<file path="config.mk">
export PLATFORM = sky130hd
export DESIGN_NAME = seq_frame_accumulator
export DESIGN_NICKNAME = d
export VERILOG_FILES = /design/src/rtl/seq_frame_accumulator.sv
export SDC_FILE = /design/constraint.sdc
export NUM_CORES = 1
export LEC_CHECK = 0
export BUFFER_PORTS_ARGS = -buffer_cell sky130_fd_sc_hd__buf_2
export CORE_MARGIN = 2
export CORE_UTILIZATION = 30
export DETAILED_ROUTE_END_ITERATION = 16
export GPL_TIMING_DRIVEN = 0
export SYNTH_ARGS = -nofsm -noshare
export SYNTH_HDL_FRONTEND = slang
export SYNTH_SLANG_ARGS = --single-unit
</file>
<file path="constraint.sdc">
create_clock -name CLK -period 2.3 [get_ports CLK]
set_clock_uncertainty 0.05 [all_clocks]
set_input_delay 0.46 -clock CLK [delete_from_list [all_inputs] [get_ports CLK]]
set_output_delay 0.46 -clock CLK [all_outputs]
set_load 0.03 [all_outputs]
</file>
<file path="src/rtl/seq_frame_accumulator.sv">
// Frame-based running accumulator: add/sub/load/hold with wrap or saturate,
// emitting a frame result and DONE pulse every FRAME accepted samples.
module seq_frame_accumulator #(
    parameter  int WIDTH    = 8,
    parameter  int FRAME    = 8,
    parameter  int SATURATE = 0,
    localparam int CW       = $clog2(FRAME + 1)
) (
    input  logic             CLK,
    input  logic             RST,
    input  logic [WIDTH-1:0] A,
    input  logic             EN,
    input  logic [1:0]       MODE,
    input  logic             CLR,
    output logic [WIDTH-1:0] Q,
    output logic [CW-1:0]    CNT,
    output logic             OVF,
    output logic             DONE,
    output logic [WIDTH-1:0] FRAME_SUM,
    output logic             FRAME_OVF
);

    typedef enum logic {
        IDLE,
        RUN
    } state_t;

    state_t           state, state_d;
    logic [WIDTH-1:0] q_d, fsum_d, res;
    logic [CW-1:0]    cnt_d;
    logic             ovf_d, done_d, fovf_d;
    logic             accept, last, evt;
    logic [WIDTH:0]   sum, dif;

    assign sum    = {1'b0, Q} + {1'b0, A};
    assign dif    = {1'b0, Q} - {1'b0, A};
    assign accept = EN && (MODE != 2'b11);

    always_comb begin
        res = A;
        evt = 1'b0;
        unique case (1'b1)
            MODE == 2'b00: begin
                evt = sum[WIDTH];
                res = (SATURATE != 0 && evt) ? '1 : sum[WIDTH-1:0];
            end
            MODE == 2'b01: begin
                evt = dif[WIDTH];
                res = (SATURATE != 0 && evt) ? '0 : dif[WIDTH-1:0];
            end
            default: begin
                res = A;
                evt = 1'b0;
            end
        endcase
    end

    // With a single-sample frame every accepted sample completes it
    assign last = (FRAME == 1) ? 1'b1
                : (state == RUN && CNT == CW'(FRAME - 1));

    always_comb begin
        state_d = state;
        q_d     = Q;
        cnt_d   = CNT;
        ovf_d   = OVF;
        done_d  = 1'b0;
        fsum_d  = FRAME_SUM;
        fovf_d  = FRAME_OVF;
        if (CLR) begin
            state_d = IDLE;
            q_d     = '0;
            cnt_d   = '0;
            ovf_d   = 1'b0;
        end else if (accept) begin
            if (last) begin
                state_d = IDLE;
                fsum_d  = res;
                fovf_d  = OVF | evt;
                q_d     = '0;
                cnt_d   = '0;
                ovf_d   = 1'b0;
                done_d  = 1'b1;
            end else begin
                state_d = RUN;
                q_d     = res;
                cnt_d   = CNT + CW'(1);
                ovf_d   = OVF | evt;
            end
        end
    end

    always_ff @(posedge CLK or posedge RST) begin
        if (RST) begin
            state     <= IDLE;
            Q         <= '0;
            CNT       <= '0;
            OVF       <= 1'b0;
            DONE      <= 1'b0;
            FRAME_SUM <= '0;
            FRAME_OVF <= 1'b0;
        end else begin
            state     <= state_d;
            Q         <= q_d;
            CNT       <= cnt_d;
            OVF       <= ovf_d;
            DONE      <= done_d;
            FRAME_SUM <= fsum_d;
            FRAME_OVF <= fovf_d;
        end
    end

endmodule

</file>
# [After elaboration in Yosys (flattened, before gate mapping)]
# Cells that the tools add are included.
[classes] n_addsub=3 eq_ne=3 n_mux=17 bitwise=2 n_reduce_logical=5
[op_table] cell="$mux 8" n=3
[op_table] cell="$pmux 8 s2" n=1
[op_table] cell="$mux 4" n=3
[op_table] cell="$add 8x8->9" n=1
[op_table] cell="$mux 1" n=9
[op_table] cell="$sub 8x8->9" n=1
[op_table] cell="$add 4x1->4 const B" n=1
[op_table] cell="$eq 4x3->1 const B" n=1
[op_table] cell="$reduce_and 3->1" n=1
[op_table] cell="$eq 2x1->1 const B" n=1
[op_table] cell="$logic_and 1x1->1" n=2
[op_table] cell="$logic_not 2->1" n=1
[op_table] cell="$ne 2x2->1 const B" n=1
[op_table] cell="$pmux 1 s2" n=1
[op_table] cell="$reduce_bool 2->1" n=1
[op_table] cell="$not 1->1" n=1
[op_table] cell="$or 1x1->1" n=1
[word_totals] reg_bits=24 in_bits=14 output_inout_bits=23 wordCells=37

# [Longest topological paths before layout]
# Gate-level depths: netlist of run 1.
[depth] depth_word=6 depth_mapped=9 mapped_depth_nobuf=9

# [Worst setup path before layout of run 1]
# Ideal clock, no wire load.
[synth_timing] path_kind="register to register" from="reg Q[0]" to="reg Q[6]" setup_ps=138 t_arrival_ps=2154 required_ps=2112 path_slack_ps=-42 stages_incl_launch_ff=10 n_path_buf=0 synth_period_minus_slack_ps=2342 path_cell_list="dfrtp_1 > ha_1 > inv_1 > fa_1 > o21ba_1 > or3_1 > a21oi_2 > o31a_1 > xnor2_1 > o22ai_1"
[synth_between] elab_chain_cells=5 elab_cells_between_ends=6 cone_classes="add/sub (2); mux (4)"
[synth_rtl] element="start, declared" line_no="15" text="output logic [WIDTH-1:0] Q,"
[synth_rtl] element="start signal, assigned" line_no="104" text="Q <= q_d;"
[synth_rtl] element="$sub 8x8->9 or $add 8x8->9 (tied branches)" line_no="36, 35"
[synth_rtl] element="$pmux 8 s2 *" line_no="42" text="unique case (1'b1)"
[synth_rtl] element="$mux 8 *" line_no="76" text="if (last) begin"
[synth_rtl] element="$mux 8 *" line_no="75" text="end else if (accept) begin"
[synth_rtl] element="$mux 8 *" line_no="70" text="if (CLR) begin"
# Mark *: on every way between the ends. The rest lies on a longest branch, timed or not. The select of a mux whose other input is x is not followed.
# A chain may end at the register's enable or synchronous reset.

# [Worst setup path in the final report of run 1]
# Same ends and word-level chain as after synthesis.

==> flow_results.org, run 1 <==
** Run status
- Outcome :: completed

** Timing
- The tightest hold path in the finished design has a slack of 326.2 ps.
- Worst slew margin relative to its limit :: 38.78%
- Final number of max-transition violations :: 0
- Final min period :: 2200 ps
- Final setup violating endpoints :: 0
- Setup repair after global routing could not meet its margin everywhere.
- Timing would allow up to 454.6 MHz.
- The count of endpoints failing hold in the final timing report was 0.
- Period utilisation layout :: 95.64%
- Transition at the pin with the smallest max-transition slack :: 917.3 ps

** Power and ir drop
- Peak supply drop :: 0.2256 mV
- For this design the ratio of total power to cell area is 504.6 nW/µm².
- Leak Pwr :: 1.081 nW

** Clock network
- The clock passes through at most 2 buffers.
- CTS built an H-tree with a depth of 1.
- Clock sink count :: 24
- The clock reaches the later pin of the worst-skew pair after 270 ps.
- After clock tree synthesis, the clock-pin slew on the worst setup and hold paths is 90 ps.
- CTS Buf Count :: 3
- In this run, post-CTS hold repair placed 0 buffers.
- Clock tree synthesis selected as its root buffer the cell sky130_fd_sc_hd__clkbuf_8.
- TritonCTS built the clock tree.

** Detailed routing
- The pre-antenna-repair detailed-routing pass consisted of 4 iterations.
- Initial DRC Count :: 102
- The routed layout has 1,518 vias.
- For this run, design rule violations remaining after detail routing come to 0.
- Total wirelength of the detailed-routed design :: 4394 µm
- Vias/cell :: 4.913
- Antenna-violating nets left :: 0
- Wire length per cell after detailed routing :: 14.22 µm

** Place
- Routability-driven placement finished with a final weighted congestion of 0.8105.
- In this run the tool buffered the top-level ports with 34 buffer cells.
- Post-placement cell area :: 2006 µm²
- Detail Placement HPWL :: 3369 µm

** Setup path
- Walking the worst path, the cells encountered are ha_4 > inv_1 > fa_2 > o21ba_1 > or3_1 > a21oi_2 > o31a_1 > xnor2_2 > o22ai_1.
- The worst register-to-register path has a depth of 9.
- STA classifies the critical path endpoint as a register.
- Reg-to-Reg End :: Q[6]$_DFFE_PP0P_
- STA puts the critical path data arrival time at 2280 ps.
- In this design, the stage delay of the slowest critical-path cell is 400 ps.
- Worst flop-to-flop path startpoint :: Q[0]$_DFFE_PP0P_
- R2R setup slack :: 100 ps
- The slowest stage of the critical path belongs to the cell sky130_fd_sc_hd__dfrtp_2.
- Largest fanout on the critical path :: 3
- The setup path with the least slack is of type reg -> reg.
- Type of origin of the critical path :: register
- Worst path required time :: 2380 ps

** Yosys
- Yosys mapped a number of flops with a built-in enable equal to 0.
- In the synthesized netlist the dominant register cell turns out to be sky130_fd_sc_hd__dfrtp_1.
- Instance count of the mapped netlist :: 197
- Seq cells post-synth :: 24
- Of the synthesized area, sequential elements account for 34.43%.
- Fraction of registers with async set/reset :: 100.0%
- During synthesis, Yosys emitted a total of 0 warnings.
- Cell area after technology mapping :: 1744 µm²
- Net Count, Synth :: 230
- Dividing the synthesized area by the synthesized cell count gives 8.854 µm².
- Counting distinct cell types in the post-synthesis netlist gives 46.

** Global routing
- Met1 Usage GRT :: 19.29%
- After global routing, the most crowded layer is met2.
- In the global route stage, met2 resource usage came out at 22.33%.
- The via count of the first global-routing pass came to 1,452.
- Entering global routing, the biggest net connects 25 pins.
- For this run the aggregate overflow at the end of global routing stands at 0.
- In the global route stage, overall resource usage came out at 13.96%.
- Wire length of the first global-routing pass :: 7051 µm
- Met3 track demand over resource in global routing :: 1.798%
- Antenna violations before repair :: 0

** Final layout
- Final design instance area without fill :: 2102 µm²
- The library cell used most frequently in the layout, excluding fill and tap cells, is sky130_fd_sc_hd__buf_2.
- Number of antenna cells inserted :: 0
- The library cells used most frequently in the layout, excluding fill and tap cells, are sky130_fd_sc_hd__buf_2, sky130_fd_sc_hd__dfrtp_1, sky130_fd_sc_hd__nor2_1, sky130_fd_sc_hd__nand2_1, sky130_fd_sc_hd__inv_1.
- Fill cell instance count of the final layout :: 602
- Across the whole layout, storage elements account for 603.1 µm².
- Multi-input logic area :: 1077 µm²
- Syn-to-layout area delta :: 20.52%
- The post-route netlist has 24.47% of its cells at a drive strength greater than 1.
- Final net count :: 271

** Floorplanning
- Placeable core area :: 5574 µm²
- For this design the top-level I/O count stands at 37.
- Vert. Die Dim :: 80.25 µm
- Measured along the x axis, the die boundary spans 80.25 µm.
- Die area :: 6440 µm²
- Initial cell density of the core :: 31.29%
- FP Rows :: 27

** Job
- Across the run, the number of max-cap violations was 0.

** Min path
- The worst hold path belongs to the class in -> async.
## cell families (layout without fill, tap and decap cells)
group | Yosys count | after routing | share of synthesized area, %
and+or+nand+nor | 60 | 60 | 16.21
AOI/OAI and AO/OA | 57 | 57 | 22.67
buffers and inverters | 25 | 65 | 5.810
DFF | 24 | 24 | 34.43
adders and majority gates | 19 | 19 | 14.49
xor gates and xnor gates | 8 | 8 | 4.017
muxes | 4 | 4 | 2.367
## registers in the layout, summed over array words and instances (netlist names)
signal	flops
CNT	4
DONE	1
FRAME_OVF	1
FRAME_SUM	8
OVF	1
Q	8
state	1
## routing by layer
metal  share of wire [%]  vias to the layer above
met2                  48                       32
met4                 1.2                        0
met5                   0                        -
met1                  48                      711
li1                    -                      770
met3                 3.1                        5
## power by group
| part | leakage (nW) | switching (mW) | internal [mW] |
|---|---|---|---|
| Sequential | 0.326 | 0.0204 | 0.439 |
| Clock | 0.0228 | 0.137 | 0.124 |
| Combinational | 0.733 | 0.208 | 0.132 |
## worst max path at each step
stage                                     to  slack, ps              from
floorplan                   Q[6]$_DFFE_PP0P_          7  Q[1]$_DFFE_PP0P_
global placement            Q[6]$_DFFE_PP0P_       -180              A[0]
detailed placement  FRAME_SUM[5]$_DFFE_PP0P_       -200              A[1]
CTS                 FRAME_SUM[5]$_DFFE_PP0P_         10  Q[4]$_DFFE_PP0P_
global route                Q[6]$_DFFE_PP0P_         -4  Q[0]$_DFFE_PP0P_
finish                      Q[6]$_DFFE_PP0P_        100  Q[0]$_DFFE_PP0P_
## Yosys cell counts (3+ instances only)
library cell | number | area share [%]
sky130_fd_sc_hd__xnor2_1 | 6 | 3.0
sky130_fd_sc_hd__inv_1 | 17 | 3.7
sky130_fd_sc_hd__nor2_1 | 21 | 4.5
sky130_fd_sc_hd__nand2_1 | 17 | 3.7
sky130_fd_sc_hd__buf_2 | 3 | 0.86
sky130_fd_sc_hd__ha_1 | 17 | 12
sky130_fd_sc_hd__mux2i_1 | 3 | 1.7
sky130_fd_sc_hd__nand3_1 | 4 | 1.1
sky130_fd_sc_hd__o31a_1 | 3 | 1.5
sky130_fd_sc_hd__nor3_1 | 3 | 0.86
sky130_fd_sc_hd__o21ai_0 | 12 | 3.4
sky130_fd_sc_hd__clkbuf_1 | 3 | 0.65
sky130_fd_sc_hd__dfrtp_1 | 24 | 34
sky130_fd_sc_hd__o22ai_1 | 6 | 2.2
sky130_fd_sc_hd__a21oi_1 | 14 | 4.0
sky130_fd_sc_hd__nor2b_1 | 6 | 2.2
## repair_timing
action                     CTS  global route
setup endpoints to repair    0             7
gates resized for setup      0             7
buffers inserted             0             2
## final cells by class
| cell class | instances | share of cell area, % |
|---|---|---|
| multi-input combinational | 148 | 51.25 |
| sequential | 24 | 28.69 |
| timing repair buffer | 36 | 8.810 |
| tap | 72 | 4.286 |
| inverter | 18 | 3.214 |
| clock buffer | 4 | 2.143 |
| buffer | 7 | 1.607 |
## critical path: cells and delay by family, from the launching register on
kind	cells	cell delay [ps]
AOI/OAI and AO/OA	4	640
adders and majority gates	2	470
DFF	1	400
and+or+nand+nor	1	320
xor gates and xnor gates	1	150
buffers and inverters	1	40
## per-stage QoR
step           util (%)  setup TNS, ps  std cells  setup slack, ps  total power, mW
2_1_floorplan         -              0        197            6.894           0.7053
3_3_place_gp      35.98         -816.3        303           -184.2           0.7887
3_5_place_dp      35.98         -915.8        303           -198.8           0.7928
4_1_cts           36.79              0        307            10.73            1.052
5_1_grt           37.71         -6.546        309           -4.154            1.122
6_report          37.71              0        309            100.3            1.061
No activity file was read; power rests on OpenSTA's default activity.
==> run 2: changes to the inputs <==
- clock period: 2.3 -> 2 ns (I/O delays scaled with it)
==> run 2 against run 1 <==
The flow now finishes with violations (setup timing). Maximum frequency about the same. Clock power up 10%. Count of clock-buffer cells in the layout unchanged. Power up 22%. Non-clock buffer count up 8. Sequential share of layout area down 2.3 points. Sequential cell count unchanged. Cell count up 2.6%. Critical path depth unchanged. Utilization up 3.6 points. Worst hold slack worse by 48 ps. Register-to-register slack worse by 300 ps.
==> flow_results.org, run 2 (same netlist as run 1, synthesis figures left out) <==
** Run status
- The run finished, with violations left.
- Failing checks :: setup timing

** Place
- Routability congestion estimate from global placement :: 0.8202 (+1.2%)
- Placed Instances :: 303 (unchanged)
- The placed wire-length estimate after detailed placement came to 3495 µm (+3.7%).
- Minimum setup slack after placement :: -388.9 ps (-190.0 ps)
- The number of port buffers is 34 (unchanged).

** Setup path
- Critical path cell sequence :: ha_4 > inv_2 > fa_2 > o21ba_4 > or3_4 > a21oi_4 > o31a_1 > xnor2_2 > o22ai_1
- Arrival @ worst endpoint :: 2280 ps (about the same)
- Largest fanout on the critical path :: 2 (-1)
- Type of origin of the critical path :: register
- Worst flop-to-flop path startpoint :: Q[0]$_DFFE_PP0P_
- The data required time of the critical path came to 2080 ps (-300 ps).
- Crit path capture type :: register
- The largest stage delay on the critical path is 390 ps (about the same).
- Grouping stages by cell kind, the critical path spends the most delay in compound AO/OA/AOI/OAI gates.
- Buf/Inv on CP :: 1 (unchanged)
- Depth of the worst register-to-register path :: 9 (unchanged)
- On the critical path, the stage with the largest delay is an instance of sky130_fd_sc_hd__dfrtp_2.
- Category of the most critical setup path :: reg -> reg
- The worst register-to-register path ends at Q[6]$_DFFE_PP0P_.
- R2R setup slack :: -200 ps (-300 ps)

** Clock network
- Clock insertion delay at the later pin of the skew report :: 260 ps (about the same)
- In this run the clock root is driven by a sky130_fd_sc_hd__clkbuf_8.
- CTS Buf Count :: 3 (unchanged)
- The buffer levels on the longest clock path is 2 (unchanged).
- Number of H-tree levels :: 1 (unchanged)
- The number of sinks driven by the clock tree was 24 (unchanged).
- TritonCTS built the clock tree.
- The register clock-pin slew on the reported worst setup and hold paths was 80 ps (about the same).

** Final layout
- Combined flip-flop and latch cell area :: 606.8 µm² (+0.62%)
- Fill cell instance count of the final layout :: 537 (-11%)
- The area growth from synthesis to layout is 32.07%.
- Share of final-layout standard cells stronger than drive strength 1 :: 35.92% (+11 points)
- The multi-input gate area in the final layout came to 1201 µm² (+11%).
- The library cells used most frequently in the layout, excluding fill and tap cells, are sky130_fd_sc_hd__buf_2, sky130_fd_sc_hd__nor2_1, sky130_fd_sc_hd__dfrtp_1, sky130_fd_sc_hd__nand2_1, sky130_fd_sc_hd__inv_1.
- The post-layout instance count excluding filler cells came to 317 (+2.6%).
- The library cell used most frequently in the layout, excluding fill and tap cells, is sky130_fd_sc_hd__buf_2.
- The largest registers in the layout are FRAME_SUM x8, Q x8, CNT x4.
- The final antenna diode count is 0 (unchanged).
- Final net count :: 279 (+3.0%)

** Power and ir drop
- Leak Pwr :: 1.138 nW (+5.2%)
- Power per cell area :: 561.5 nW/µm² (+11%)
- The maximum vdd ir drop was 0.3170 mV (+41%).

** Global routing
- Wire length of the first global-routing pass :: 7458 µm (+5.8%)
- Overall overflow remaining after global route :: 0 (unchanged)
- The via count of the first global-routing pass is 1,587 (+9.3%).
- The number of antenna violations at the first check in global routing was 0 (unchanged).
- The maximum number of pins on one net before global-route repair came to 25 (unchanged).
- GRT Util Overall :: 14.62% (+0.66 points)

** Timing
- Setup repair after global routing could not meet its margin everywhere.
- Final min period :: 2199 ps (-0.5980 ps)
- Final setup violating endpoints :: 10 (+10)
- The number of pins with negative max-slew slack in the final report came to 0 (unchanged).
- The setup TNS came to -879.0 ps (-879.0 ps).
- Count of final hold-check violations :: 0 (unchanged)
- Max frequency :: 454.7 MHz (about the same)
- Period utilisation layout :: 110.0% (+14 points)
- Transition at the pin with the smallest max-transition slack :: 922.3 ps (+5.071 ps)
- Final worst-path setup slack :: -199.1 ps (-299.4 ps)
- The relative slew slack came to 38.44% (-0.34 points).

** Detailed routing
- The remaining antenna violation count is 0 (unchanged).
- Vias/cell :: 5.098 (+3.8%)
- First-pass DRT Iterations :: 4 (unchanged)
- The residual DRC count was 0 (unchanged).
- Total wirelength of the detailed-routed design :: 4599 µm (+4.7%)
- Wire length per cell after detailed routing :: 14.51 µm (+2.0%)
- Initial DRC Count :: 133 (+30%)
- Via count :: 1,616 (+6.5%)

** Floorplanning
- Initial cell density of the core :: 31.29% (unchanged)
- The I/O pin total was 37 (unchanged).
- Die area :: 6440 µm² (unchanged)
- Die span in x :: 80.25 µm (unchanged)
- FP Rows :: 27 (unchanged)
- Vert. Die Dim :: 80.25 µm (unchanged)
- Placeable core area :: 5574 µm² (unchanged)

** Min path
- Worst min-delay path category :: in -> async

** Job
- The number of max-cap violations is 0 (unchanged).
[run 2: what timing repair did]
action	4_1_cts	5_1_grt
buffers inserted	9	2
gates resized for setup	15	15
endpoints found under the setup margin	10	16
hold buffers	0	0
pin swaps	11	7
[run 2: through the flow]
| step | total power, mW | utilization, % | instance area, µm² | hold WS, ps |
|---|---|---|---|---|
| 6_report | 1.293 | 41.32 | 2303 | 277.8 |
| 5_1_grt | 1.377 | 41.32 | 2303 | 370.2 |
| 3_3_place_gp | 0.9178 | 36.63 | 2042 | 437.2 |
| 2_1_floorplan | 0.8197 | - | 1782 | 364.3 |
| 4_1_cts | 1.270 | 40.00 | 2230 | 311.8 |
| 3_5_place_dp | 0.9242 | 36.63 | 2042 | 425.2 |
[run 2: worst max-delay path by stage]
stage,from,to,cells after the start
floorplan,Q[0]$_DFFE_PP0P_,FRAME_SUM[6]$_DFFE_PP0P_,9
global placement,A[1],FRAME_SUM[5]$_DFFE_PP0P_,9
detailed placement,A[1],FRAME_SUM[5]$_DFFE_PP0P_,9
CTS,Q[0]$_DFFE_PP0P_,Q[6]$_DFFE_PP0P_,9
global route,Q[0]$_DFFE_PP0P_,Q[6]$_DFFE_PP0P_,9
finish,Q[0]$_DFFE_PP0P_,Q[6]$_DFFE_PP0P_,9
[run 2: layout make-up]
type / count / area share [%]
inverters: 18 / 2.933
well taps: 72 / 3.911
repair buffers: 45 / 11.14
flip-flops and latches: 24 / 26.34
multi-input cells: 148 / 52.15
clock buffers: 4 / 1.955
plain buffers: 6 / 1.575
[run 2: power breakdown]
part,leakage [nW],switching [mW],internal (mW)
combinational,0.794,0.271,0.204
clock,0.0228,0.145,0.142
sequential,0.321,0.0247,0.506
[run 2: routing by layer]
metal,GRT usage [%],vias to the layer above,share of wire (%)
met4,3.559,0,0.87
met1,19.28,791,46
li1,-,785,-
met2,25.42,35,48
met3,1.685,5,5.1
met5,0,-,0
==> run 3: changes to the inputs <==
- CORE_ASPECT_RATIO: unset -> 1.4
- SKIP_LAST_GASP: unset -> 1
==> run 3 against run 2 <==
The run still ends with setup timing left. First-iteration DRC count shrank 32%. Maximum frequency is essentially flat. Register-to-register slack is essentially flat. Count of clock-buffer cells in the layout is the same. Sequential cell count is the same. Sequential power is essentially flat. Sequential share of layout area grew 0.45 points. Combinational power is essentially flat. Die area grew 0.13%. Worst setup slack gained 2.1 ps. Critical path type unchanged. Critical endpoint unchanged. Largest cell class unchanged.
==> flow_results.org, run 3 (same netlist as run 1, synthesis figures left out) <==
** Power and ir drop
- The switching fraction of total power is 33.65% (-0.46 points).
- Power per cell area :: 568.4 nW/µm² (+1.2%)
- Switch Pwr :: 0.4331 mW (-1.8%)
- The combinational power share is 37.1% (+0.3 points).
- Leak Pwr :: 1.122 nW (-1.4%)
- The maximum vdd ir drop is 0.3341 mV (+5.4%).
- The sequential cell fraction of total power came to 41.2% (+0.2 points).
- Internal Power :: 0.8541 mW (+0.21%)
- Fraction of power consumed by the clock network :: 21.8% (-0.4 points)

** Min path
- The tightest min-delay check is of the in -> async type.

** Detailed routing
- The first-pass detailed-route iteration total was 4 (unchanged).
- Vias/cell :: 5.068 (-0.59%)
- Via count :: 1,566 (-3.1%)
- The residual DRC count was 0 (unchanged).
- Initial DRC Count :: 90 (-32%)
- The average wire per standard cell came to 14.52 µm (about the same).
- The remaining antenna violation count was 0 (unchanged).
- Total wirelength of the detailed-routed design :: 4486 µm (-2.5%)

** Setup path
- The worst setup path is of the reg -> reg kind.
- Arrival @ worst endpoint :: 2270 ps (about the same)
- The largest stage delay on the critical path is 400 ps (about the same).
- Traced cell by cell, the critical path runs through ha_4 > inv_2 > fa_2 > o21ba_4 > or3_4 > a21oi_4 > o31a_1 > xnor2_2 > o22ai_1.
- Type of origin of the critical path :: register
- The data required time of the critical path is 2070 ps (about the same).
- Worst flop-to-flop path startpoint :: Q[0]$_DFFE_PP0P_
- Largest fanout on the critical path :: 3 (+1)
- The depth of the worst register-to-register path is 9 (unchanged).
- Among all stages on the critical path, the largest delay is contributed by sky130_fd_sc_hd__dfrtp_2.
- In this run the worst setup path begins at Q[0]$_DFFE_PP0P_.
- STA classifies the critical path endpoint as a register.
- Endpoint of the most critical setup path :: Q[6]$_DFFE_PP0P_
- The reg-to-reg setup timing slack was -200 ps (about the same).
- In this run the critical register-to-register path is captured at Q[6]$_DFFE_PP0P_.

** Timing
- The number of pins with negative max-slew slack in the final report came to 0 (unchanged).
- The minimum setup slack in the final design was -197.0 ps (+2.131 ps).
- Transition at the pin with the smallest max-transition slack :: 912.7 ps (-9.658 ps)
- Max frequency :: 455.2 MHz (about the same)
- RSZ-0062 raised after global routing :: true
- The relative slew slack came to 39.09% (+0.64 points).
- Period utilisation layout :: 109.9% (about the same)
- The final period demand of the worst path is 2197 ps (-2.131 ps).
- Count of final hold-check violations :: 0 (unchanged)
- Final setup violating endpoints :: 8 (-2)

** Final layout
- Final net count :: 275 (-1.4%)
- The area taken by flip-flops and latches came to 606.8 µm² (unchanged).
- The final-layout fill cell count was 569 (+6.0%).
- Multi-input logic area :: 1189 µm² (-1.0%)
- Compared with the post-synthesis result, the final layout area differs by 29.84%.
- Registers with the most flip-flops :: FRAME_SUM x8, Q x8, CNT x4
- The utilization after layout is 40.69% (-0.63 points).
- The library cell used most frequently in the layout, excluding fill and tap cells, is sky130_fd_sc_hd__buf_2.
- The final antenna diode count came to 0 (unchanged).
- The top cell types in the final layout, fill and taps aside, are sky130_fd_sc_hd__buf_2, sky130_fd_sc_hd__nor2_1, sky130_fd_sc_hd__dfrtp_1, sky130_fd_sc_hd__nand2_1, sky130_fd_sc_hd__inv_1.
- Final design instance area without fill :: 2265 µm² (-1.7%)
- Share of final-layout standard cells stronger than drive strength 1 :: 33.20% (-2.7 points)

** Global routing
- Met1 Usage GRT :: 17.65% (-1.6 points)
- The global routing usage on met3 was 1.439% (-0.25 points).
- The number of antenna violations at the first check in global routing was 0 (unchanged).
- The maximum number of pins on one net before global-route repair is 25 (unchanged).
- The met2 routing resource usage after global routing was 25.16% (-0.26 points).
- Overall overflow remaining after global route :: 0 (unchanged)
- The global-route wire length before repair was 7189 µm (-3.6%).
- Number of global-route vias before repair :: 1,571 (-1.0%)
- GRT Util Overall :: 14.53% (-0.092 points)
- Gr busiest metal :: met2

** Clock network
- Clock transition at the registers of the reported paths :: 80 ps (about the same)
- The number of buffers inserted during clock tree synthesis was 3 (unchanged).
- The number of H-tree levels is 1 (unchanged).
- The clock latency of the later-clocked register in the worst-skew pair is 260 ps (about the same).
- In this run the clock root is driven by a sky130_fd_sc_hd__clkbuf_8.
- The buffer levels on the longest clock path is 2 (unchanged).
- Clock tree from TritonCTS :: done
- Clock sink count :: 24 (unchanged)

** Floorplanning
- FP Rows :: 32 (+19%)
- Placeable core area :: 5565 µm² (-0.16%)
- The horizontal die dimension came to 68.44 µm (-15%).
- The vertical extent of the die came to 94.22 µm (+17%).
- The I/O pin total came to 37 (unchanged).
- Initial cell density of the core :: 31.34% (+0.049 points)
- Die area :: 6448 µm² (+0.13%)

** Job
- Max-cap viol count :: 0 (unchanged)

** Run status
- Outcome :: finished, violations left
- The checks that failed: setup timing.

** Place
- Routability congestion estimate from global placement :: 0.8733 (+6.5%)
- The placed wire-length estimate after detailed placement came to 3476 µm (-0.54%).
- Total of buffers placed on input and output ports :: 34 (unchanged)
- The cell area reported after detailed placement came to 2037 µm² (-0.25%).
## run 3: how the worst min path moves through the flow
| stage | start | endpoint |
|---|---|---|
| final | RST | FRAME_SUM[1]$_DFFE_PP0P_ |
| after global routing | RST | DONE$_DFF_PP0_ |
| after CTS | RST | FRAME_SUM[1]$_DFFE_PP0P_ |
| after detailed placement | FRAME_SUM[3]$_DFFE_PP0P_ | FRAME_SUM[3]$_DFFE_PP0P_ |
| after global placement | FRAME_SUM[3]$_DFFE_PP0P_ | FRAME_SUM[3]$_DFFE_PP0P_ |
| after floorplan | RST | CNT[0]$_DFFE_PP0P_ |
## run 3: critical path: cells and delay by family (launching register included)
kind,cells,cell delay (ps)
buffers and inverters,1,30
adders and majority gates,2,490
and+or+nand+nor,1,340
DFF,1,400
AOI/OAI and AO/OA,4,620
xor gates and xnor gates,1,140
## run 3: per-stage QoR
stage	worst slack (ps)	instances	total power, mW	hold WS, ps	setup TNS [ps]
4_1_cts	-198.4	306	1.233	317.5	-905.6
2_1_floorplan	-164.6	197	0.8197	364.3	-563.3
3_5_place_dp	-375.1	299	0.9243	420.8	-2670
3_3_place_gp	-361.9	299	0.9185	417.3	-2538
6_report	-197.0	309	1.287	279.8	-875.7
5_1_grt	-295.2	309	1.375	367.5	-1796
## run 3: repair_timing
item | CTS | global route
pin swaps | 6 | 7
buffers inserted | 3 | 4
setup endpoints to repair | 10 | 12
hold buffers | 0 | 0
resized for setup | 6 | 18
gates cloned | 0 | 0
## run 3: power by group through the flow
stage,Sequential [mW],Combinational [mW],Clock [mW]
after floorplan,0.573,0.247,0
after global placement,0.540,0.379,0
after detailed placement,0.541,0.384,0
after CTS,0.530,0.407,0.296
after global routing,0.533,0.522,0.319
final,0.530,0.477,0.280
## run 3: layout make-up
type	instances	share of cell area [%]
Buffer	6	1.602
Sequential cell	24	26.80
Multi-Input combinational cell	148	52.49
Clock buffer	4	1.989
Timing Repair Buffer	41	10.39
Inverter	18	2.983
Tap cell	68	3.757
## run 3: metal layers
metal  part of all wire, %  vias to the layer above
li1                      -                      778
met1                    43                      750
met2                    53                       34
met3                   3.2                        4
met4                   1.2                        0
met5                     0                        -
